`src/rtl/fetch_unit.sv`:
```
// -----------------------------------------------------------------------------
// fetch_unit
//
// Instruction fetch front end. A word-aligned fetch PC addresses a
// combinational instruction memory. Each fetched {pc, instr} pair is queued in
// a two-entry FIFO whose head is offered to decode. Redirects reload the PC and
// flush the queue.
//
// Handshake: the head is transferred on a rising edge where out_valid and
// out_ready are both 1. out_valid never depends on out_ready. Once out_valid
// is 1, the head values are held stable until the transfer happens, unless a
// redirect or reset flushes the queue.
//
// Ports
//   clk            : clock, rising-edge
//   rst_n          : asynchronous active-low reset
//   imem_addr      : word index into instruction memory (zero-extended)
//   imem_rd        : instruction word for imem_addr, same cycle
//   redirect_valid : branch/jump redirect request
//   redirect_pc    : redirect byte-address target (low two bits ignored)
//   out_valid      : FIFO head valid
//   out_ready      : decode accepts head this cycle
//   out_instr      : head instruction word
//   out_pc         : head instruction byte address
//   out_pc_plus4   : out_pc + 4 (wraps)
//   dbg_state      : FIFO occupancy state (0 empty, 1 one, 2 full)
// -----------------------------------------------------------------------------
module fetch_unit #(
    parameter int              XLEN       = 32,
    parameter int              ADDR_WIDTH = 8,
    parameter logic [XLEN-1:0] RESET_PC   = '0
) (
    input  logic            clk,
    input  logic            rst_n,
    output logic [XLEN-1:0] imem_addr,
    input  logic [31:0]     imem_rd,
    input  logic            redirect_valid,
    input  logic [XLEN-1:0] redirect_pc,
    output logic            out_valid,
    input  logic            out_ready,
    output logic [31:0]     out_instr,
    output logic [XLEN-1:0] out_pc,
    output logic [XLEN-1:0] out_pc_plus4,
    output logic [1:0]      dbg_state
);

    typedef enum logic [1:0] {
        ST_EMPTY = 2'd0,
        ST_ONE   = 2'd1,
        ST_FULL  = 2'd2
    } state_t;

    localparam logic [XLEN-1:0] PC_STEP  = XLEN'(4);
    localparam logic [XLEN-1:0] PC_RESET = {RESET_PC[XLEN-1:2], 2'b00};

    state_t          state_q, state_d;
    logic [XLEN-1:0] pc_q, pc_d;

    // Entry 0 is always the head; entry 1 is only meaningful in ST_FULL.
    logic [XLEN-1:0] head_pc_q, head_pc_d;
    logic [31:0]     head_instr_q, head_instr_d;
    logic [XLEN-1:0] tail_pc_q, tail_pc_d;
    logic [31:0]     tail_instr_q, tail_instr_d;

    logic push;
    logic pop;

    // ---------------------------------------------------------------- FSM ---
    always_ff @(posedge clk or negedge rst_n) begin
        if (!rst_n) begin
            state_q <= ST_EMPTY;
        end else begin
            state_q <= state_d;
        end
    end

    always_comb begin
        state_d = state_q;
        if (redirect_valid) begin
            state_d = ST_EMPTY;
        end else begin
            case (state_q)
                ST_EMPTY: if (push)          state_d = ST_ONE;
                ST_ONE: begin
                    if (push && !pop)        state_d = ST_FULL;
                    else if (pop && !push)   state_d = ST_EMPTY;
                end
                ST_FULL:  if (pop && !push)  state_d = ST_ONE;
                default:                     state_d = ST_EMPTY;
            endcase
        end
    end

    always_comb begin
        out_valid = (state_q != ST_EMPTY);
        pop       = out_valid && out_ready;
        // When full, a fetch is only possible if the head leaves this cycle.
        push      = !redirect_valid && ((state_q != ST_FULL) || pop);
    end

    // ----------------------------------------------------------- datapath ---
    always_comb begin
        pc_d         = pc_q;
        head_pc_d    = head_pc_q;
        head_instr_d = head_instr_q;
        tail_pc_d    = tail_pc_q;
        tail_instr_d = tail_instr_q;

        if (redirect_valid) begin
            pc_d = {redirect_pc[XLEN-1:2], 2'b00};
        end else if (push) begin
            pc_d = pc_q + PC_STEP;
        end

        if (push) begin
            // The new entry lands in the head slot if the head is empty or
            // leaving with no older entry behind it; otherwise it goes to the
            // tail, and a full FIFO shifts its tail forward.
            case (state_q)
                ST_EMPTY: begin
                    head_pc_d    = pc_q;
                    head_instr_d = imem_rd;
                end
                ST_ONE: begin
                    if (pop) begin
                        head_pc_d    = pc_q;
                        head_instr_d = imem_rd;
                    end else begin
                        tail_pc_d    = pc_q;
                        tail_instr_d = imem_rd;
                    end
                end
                default: begin
                    head_pc_d    = tail_pc_q;
                    head_instr_d = tail_instr_q;
                    tail_pc_d    = pc_q;
                    tail_instr_d = imem_rd;
                end
            endcase
        end else if (pop && (state_q == ST_FULL)) begin
            head_pc_d    = tail_pc_q;
            head_instr_d = tail_instr_q;
        end
    end

    always_ff @(posedge clk or negedge rst_n) begin
        if (!rst_n) begin
            pc_q         <= PC_RESET;
            head_pc_q    <= '0;
            head_instr_q <= '0;
            tail_pc_q    <= '0;
            tail_instr_q <= '0;
        end else begin
            pc_q         <= pc_d;
            head_pc_q    <= head_pc_d;
            head_instr_q <= head_instr_d;
            tail_pc_q    <= tail_pc_d;
            tail_instr_q <= tail_instr_d;
        end
    end

    // ------------------------------------------------------------ outputs ---
    assign imem_addr    = {{(XLEN-ADDR_WIDTH){1'b0}}, pc_q[ADDR_WIDTH+1:2]};
    assign out_pc       = head_pc_q;
    assign out_instr    = head_instr_q;
    assign out_pc_plus4 = head_pc_q + PC_STEP;
    assign dbg_state    = state_q;

endmodule

```
`config.mk`:
```
export PLATFORM = sky130hd
export DESIGN_NAME = fetch_unit
export DESIGN_NICKNAME = d
export VERILOG_FILES = /design/src/rtl/fetch_unit.sv
export SDC_FILE = /design/constraint.sdc
export NUM_CORES = 1
export LEC_CHECK = 0
export CAP_MARGIN = 40
export CELL_PAD_IN_SITES_DETAIL_PLACEMENT = 1
export CELL_PAD_IN_SITES_GLOBAL_PLACEMENT = 2
export CORE_ASPECT_RATIO = 1.5
export CORE_UTILIZATION = 33
export CTS_CLUSTER_DIAMETER = 80
export DETAILED_ROUTE_END_ITERATION = 12
export GPL_TIMING_DRIVEN = 1
export PLACE_DENSITY = 0.84
export SETUP_SLACK_MARGIN = 0.02
export SYNTH_ARGS = -nofsm -noshare
export SYNTH_HDL_FRONTEND = slang
export SYNTH_SLANG_ARGS = --single-unit
```
`constraint.sdc`:
```
create_clock -name clk -period 6 [get_ports clk]
set_clock_uncertainty 0.15 [all_clocks]
set_input_delay 1.8 -clock clk [delete_from_list [all_inputs] [get_ports clk]]
set_output_delay 1.8 -clock clk [all_outputs]
set_load 0.01 [all_outputs]
```
After elaboration in Yosys (flattened, before gate mapping)
Index checks and enable logic that the tools add are counted.
{ "classes": {"add_sub_neg": 2, "mul": 0, "div_mod_pow": 0, "n_lt_le_gt_ge": 0, "eq_ne": 8, "shifts": 0, "n_mux": 20, "bitwise_logic": 1, "n_reduce_logical": 16} }
{ "op_table": {"columns": ["op", "n"], "rows": [
  ["2-to-1 mux 32 bit", 10],
  ["case mux 32 bit (2 select lines)", 4],
  ["adder 32 x 3 -> 32 bit, second input constant", 2],
  ["2-to-1 mux 2 bit", 5],
  ["inequality test 3 bit, second input constant", 3],
  ["case mux 2 bit (3 select lines)", 1],
  ["AND reduction 3 bit", 2],
  ["nonzero test 2 bit", 3],
  ["logical AND 1 bit", 5],
  ["inequality test 2 bit, second input constant", 2],
  ["inequality test 4 bit, second input constant", 1],
  ["logical NOT 1 bit", 3],
  ["== test 2 x 1 -> 1 bit, second input constant", 1],
  ["== test 2 bit, second input constant", 1],
  ["logical NOT 2 bit", 1],
  ["AND reduction 2 bit", 1],
  ["logical OR 1 bit", 1],
  ["inverter 1 bit", 1]
]} }
{ "word_totals": {"ff_bits": 162, "latch_bits": 0, "ram_bits": 0, "mem_bits_ro": 0, "elab_cells": 53, "n_memories": 0} }

Longest topological paths before layout
{ "logic_depth": {"depth_word": 10, "mapped_depth": 8, "depth_no_buf": 6} }

Least setup slack after synthesis
No wires, ideal clock.
{ "synth_path": {"path_kind": "register -> output", "startpoint": "reg head_pc_q[2] (netlist: out_pc[2])", "endpoint": "out out_pc_plus4[24]", "arrival_ns": 1.854, "t_required_ns": 4.050, "slack_ns": 2.196, "stages_incl_launch_ff": 7, "path_cell_list": "dfrtp_1 ha_1 and4_1 nor3b_1 nor2b_1 nand4_1 xnor2_1"} }
{ "synth_via": {"elab_chain_cells": 1} }
{ "synth_rtl": {"columns": ["element", "line_no", "source"], "rows": [
  ["from (decl)", "60", "logic [XLEN-1:0] head_pc_q, head_pc_d;"],
  ["from (signal assigned)", "155", "head_pc_q <= head_pc_d;"],
  ["adder 32 x 3 -> 32 bit", "166", "assign out_pc_plus4 = head_pc_q + PC_STEP;"],
  ["to (decl)", "43", "output logic [XLEN-1:0] out_pc_plus4,"]
]} }
Every way passes these cells.

Worst setup path after layout
Same ends and word-level chain as after synthesis.

==> out/results.txt <==
outcome - completed
Hold-fix buffers, CTS - 0
yosys warns - 0
total wire length - 20.8 mm
Reg clk slew, reported paths - 70 ps
post-CTS setup buffers - 0
top-area cell type share of the netlist area - 0.505
setup_tns - 0 ps
RSZ-0062 raised after global routing - no
peak supply drop - 0.204 mV
CP Max Fanout - 6
Hold Crit Start - tail_pc_q[20]
fraction of layout cells with a size suffix above 1 - 0.136
Place WS - 1280 ps
initial antenna violation count - 2
Residual DRC - 0
CP Capture Type - output port
Initial Util - 0.337
Post-Syn Instances - 726
gr ovfl total - 0
Routed Antenna Nets - 0
Synth Flop Type - dfrtp_1
RD Place Congestion - 0.762
Layout area overhead - 32.3%
H-tree levels - 4
drt initial violations - 184
# rows - 68
global-route wire length before repair - 33.7 mm
post-CTS resize count - 0
r2r worst-path depth - 6
Worst Setup Start Kind - flop
reg2reg end - out_instr[10]
crit path time final - 5120 ps
CP Class - flop to output port
WP data arrival - 3170 ps
CTS Buf Count - 17
Worst EP required - 4050 ps
drt first pass iters - 4
final worst path period share - 0.854
core area - 23000 um^2
final total power - 3.81 mW
Async SR Flop Fraction - 1.00
Area contributors post-synth - dfrtp_1 50%, mux2_2 9.3%, mux2i_1 8.3%, xnor2_1 4.9%, a21oi_1 4.1%
Hold Crit Class - flop to flop
Cell Area, Synth - 7730 um^2
DIE WIDTH - 127 um
TritonCTS clock tree - done
Yosys top cell by area - dfrtp_1
Vias - 5808
placed cell area - 9600 um^2
Seq/Total Area, Yosys - 0.505
mean area per synthesized cell - 10.6 um^2
GRT Util Overall - 0.184
# clock sinks - 156
Post-synth EDFFs - 0
Synth cell types - 39
worst hold endpoint - tail_pc_q[20]
Final Setup Violations - 0
r2r setup slk - 3280 ps
DIE AREA - 24100 um^2
slew margin rel. - 0.518
Die Ht - 189 um
CTS Buffer Depth - 2
max-cap check violation count - 0
number of global-route vias before repair - 6138
Vias/cell - 4.96
Routed WL per cell - 17.8 um
clock latency on the worst-skew pair - 430 ps
largest net degree at the start of global routing - 88
PwrDens - 373 nW/um^2
Slew @ Worst Pin - 723 ps
Root Buffer Master - clkbuf_16
io pins - 199
hold depth - 1
Final Hold Violating Endpoints - 0
setup ws final - 877 ps
final net count - 948
Finished Cell Area - 10200 um^2
PortBufs - 168
worst r2r src - dbg_state[1]
post-DP HPWL - 14.4 mm
final slew viol count - 0
FF+latch count, synth - 156
FMAX - 195 MHz
LEAKAGE - 4.23 nW
registers in the layout (all words and copies together) (netlist names):
name,flops
pc_q,30
dbg_state,2
out_pc,30
tail_pc_q,30
out_instr,32
tail_instr_q,32
layer usage:
metal  part of all wire  GRT usage
met5            0.00062          0
met4              0.022     0.0765
met3              0.037     0.0381
met2               0.54      0.330
met1               0.40      0.210
final cells by class:
class,count,area (um^2)
diodes,1,2.50
clock buffers,18,439
clock inverters,14,191
fillers,2522,12700
inverters,9,33.8
multi-input cells,514,3480
flip-flops and latches,156,3900
well taps,280,350
repair buffers,180,1830
worst max path at each step:
stage / start / end / slack [ps]
floorplan: out_pc[2] / out_pc_plus4[24] / 2200
global placement: out_pc[2] / out_pc_plus4[24] / 1300
detailed placement: out_pc[2] / out_pc_plus4[24] / 1280
CTS: out_pc[2] / out_pc_plus4[24] / 750
global route: out_pc[2] / out_pc_plus4[24] / 590
finish: out_pc[2] / out_pc_plus4[24] / 880
worst max-delay path, cell delays in order, from the launching register on:
cell and delay, ps:
dfrtp_1 470, ha_1 260, and4_1 300, nor3b_1 240, buf_4 170, nor2b_1 410
nand4_1 180, xnor2_1 160, clkdlybuf4s50_1 550
cells by family (layout without fill, tap and decap cells):
kind of cell,after synthesis,after routing,share of synthesized area
compound gates,93,93,0.0605
other cells,1,29,0.000485
buf+inv,83,221,0.0602
flops,156,156,0.505
simple gates,206,206,0.130
mux,128,128,0.176
fa+ha+maj,2,2,0.00324
xor+xnor,57,57,0.0646
metrics by stage:
step                       util  hold slack (ps)  instances
final                     0.445              356       1172
after global routing      0.445              365       1172
after CTS                 0.445              360       1171
after detailed placement  0.418              345       1139
after global placement    0.416              338       1137
after floorplan               -              330        753
cell usage after synthesis, drive strengths merged, types with 2 or more instances:
cell type / number
a21oi: 64
and2: 3
and3: 5
and4: 4
buf: 53
clkbuf: 21
dfrtp: 156
ha: 2
inv: 9
mux2: 64
mux2i: 64
nand2: 53
nand3: 20
nand4: 12
nor2: 75
nor2b: 3
nor3: 14
nor3b: 2
nor4: 8
o21ai: 28
or2: 2
xnor2: 43
xor2: 14
cell usage in the layout (no fill, tap or decap), types with 5 or more instances in the layout:
master,instances
mux2i_1,64
dfrtp_1,156
nor3_1,9
conb_1,28
xnor2_1,43
nor3_2,5
o21ai_0,15
nor2_1,73
nor4_1,7
o21ai_1,13
mux2_2,64
clkdlybuf4s50_1,166
inv_1,9
a21oi_1,64
xor2_1,14
nand4_1,11
nand3_1,20
clkbuf_16,17
buf_4,8
nand2_1,53
and3_1,5
power breakdown:
group / switching [mW] / leakage (nW) / total (mW) / internal, mW
Clock: 0.448 / 0.310 / 1.16 / 0.708
Sequential: 0.230 / 1.84 / 1.54 / 1.31
Combinational: 0.477 / 2.09 / 1.11 / 0.635
Note: power is estimated with default switching activity, not from simulation.
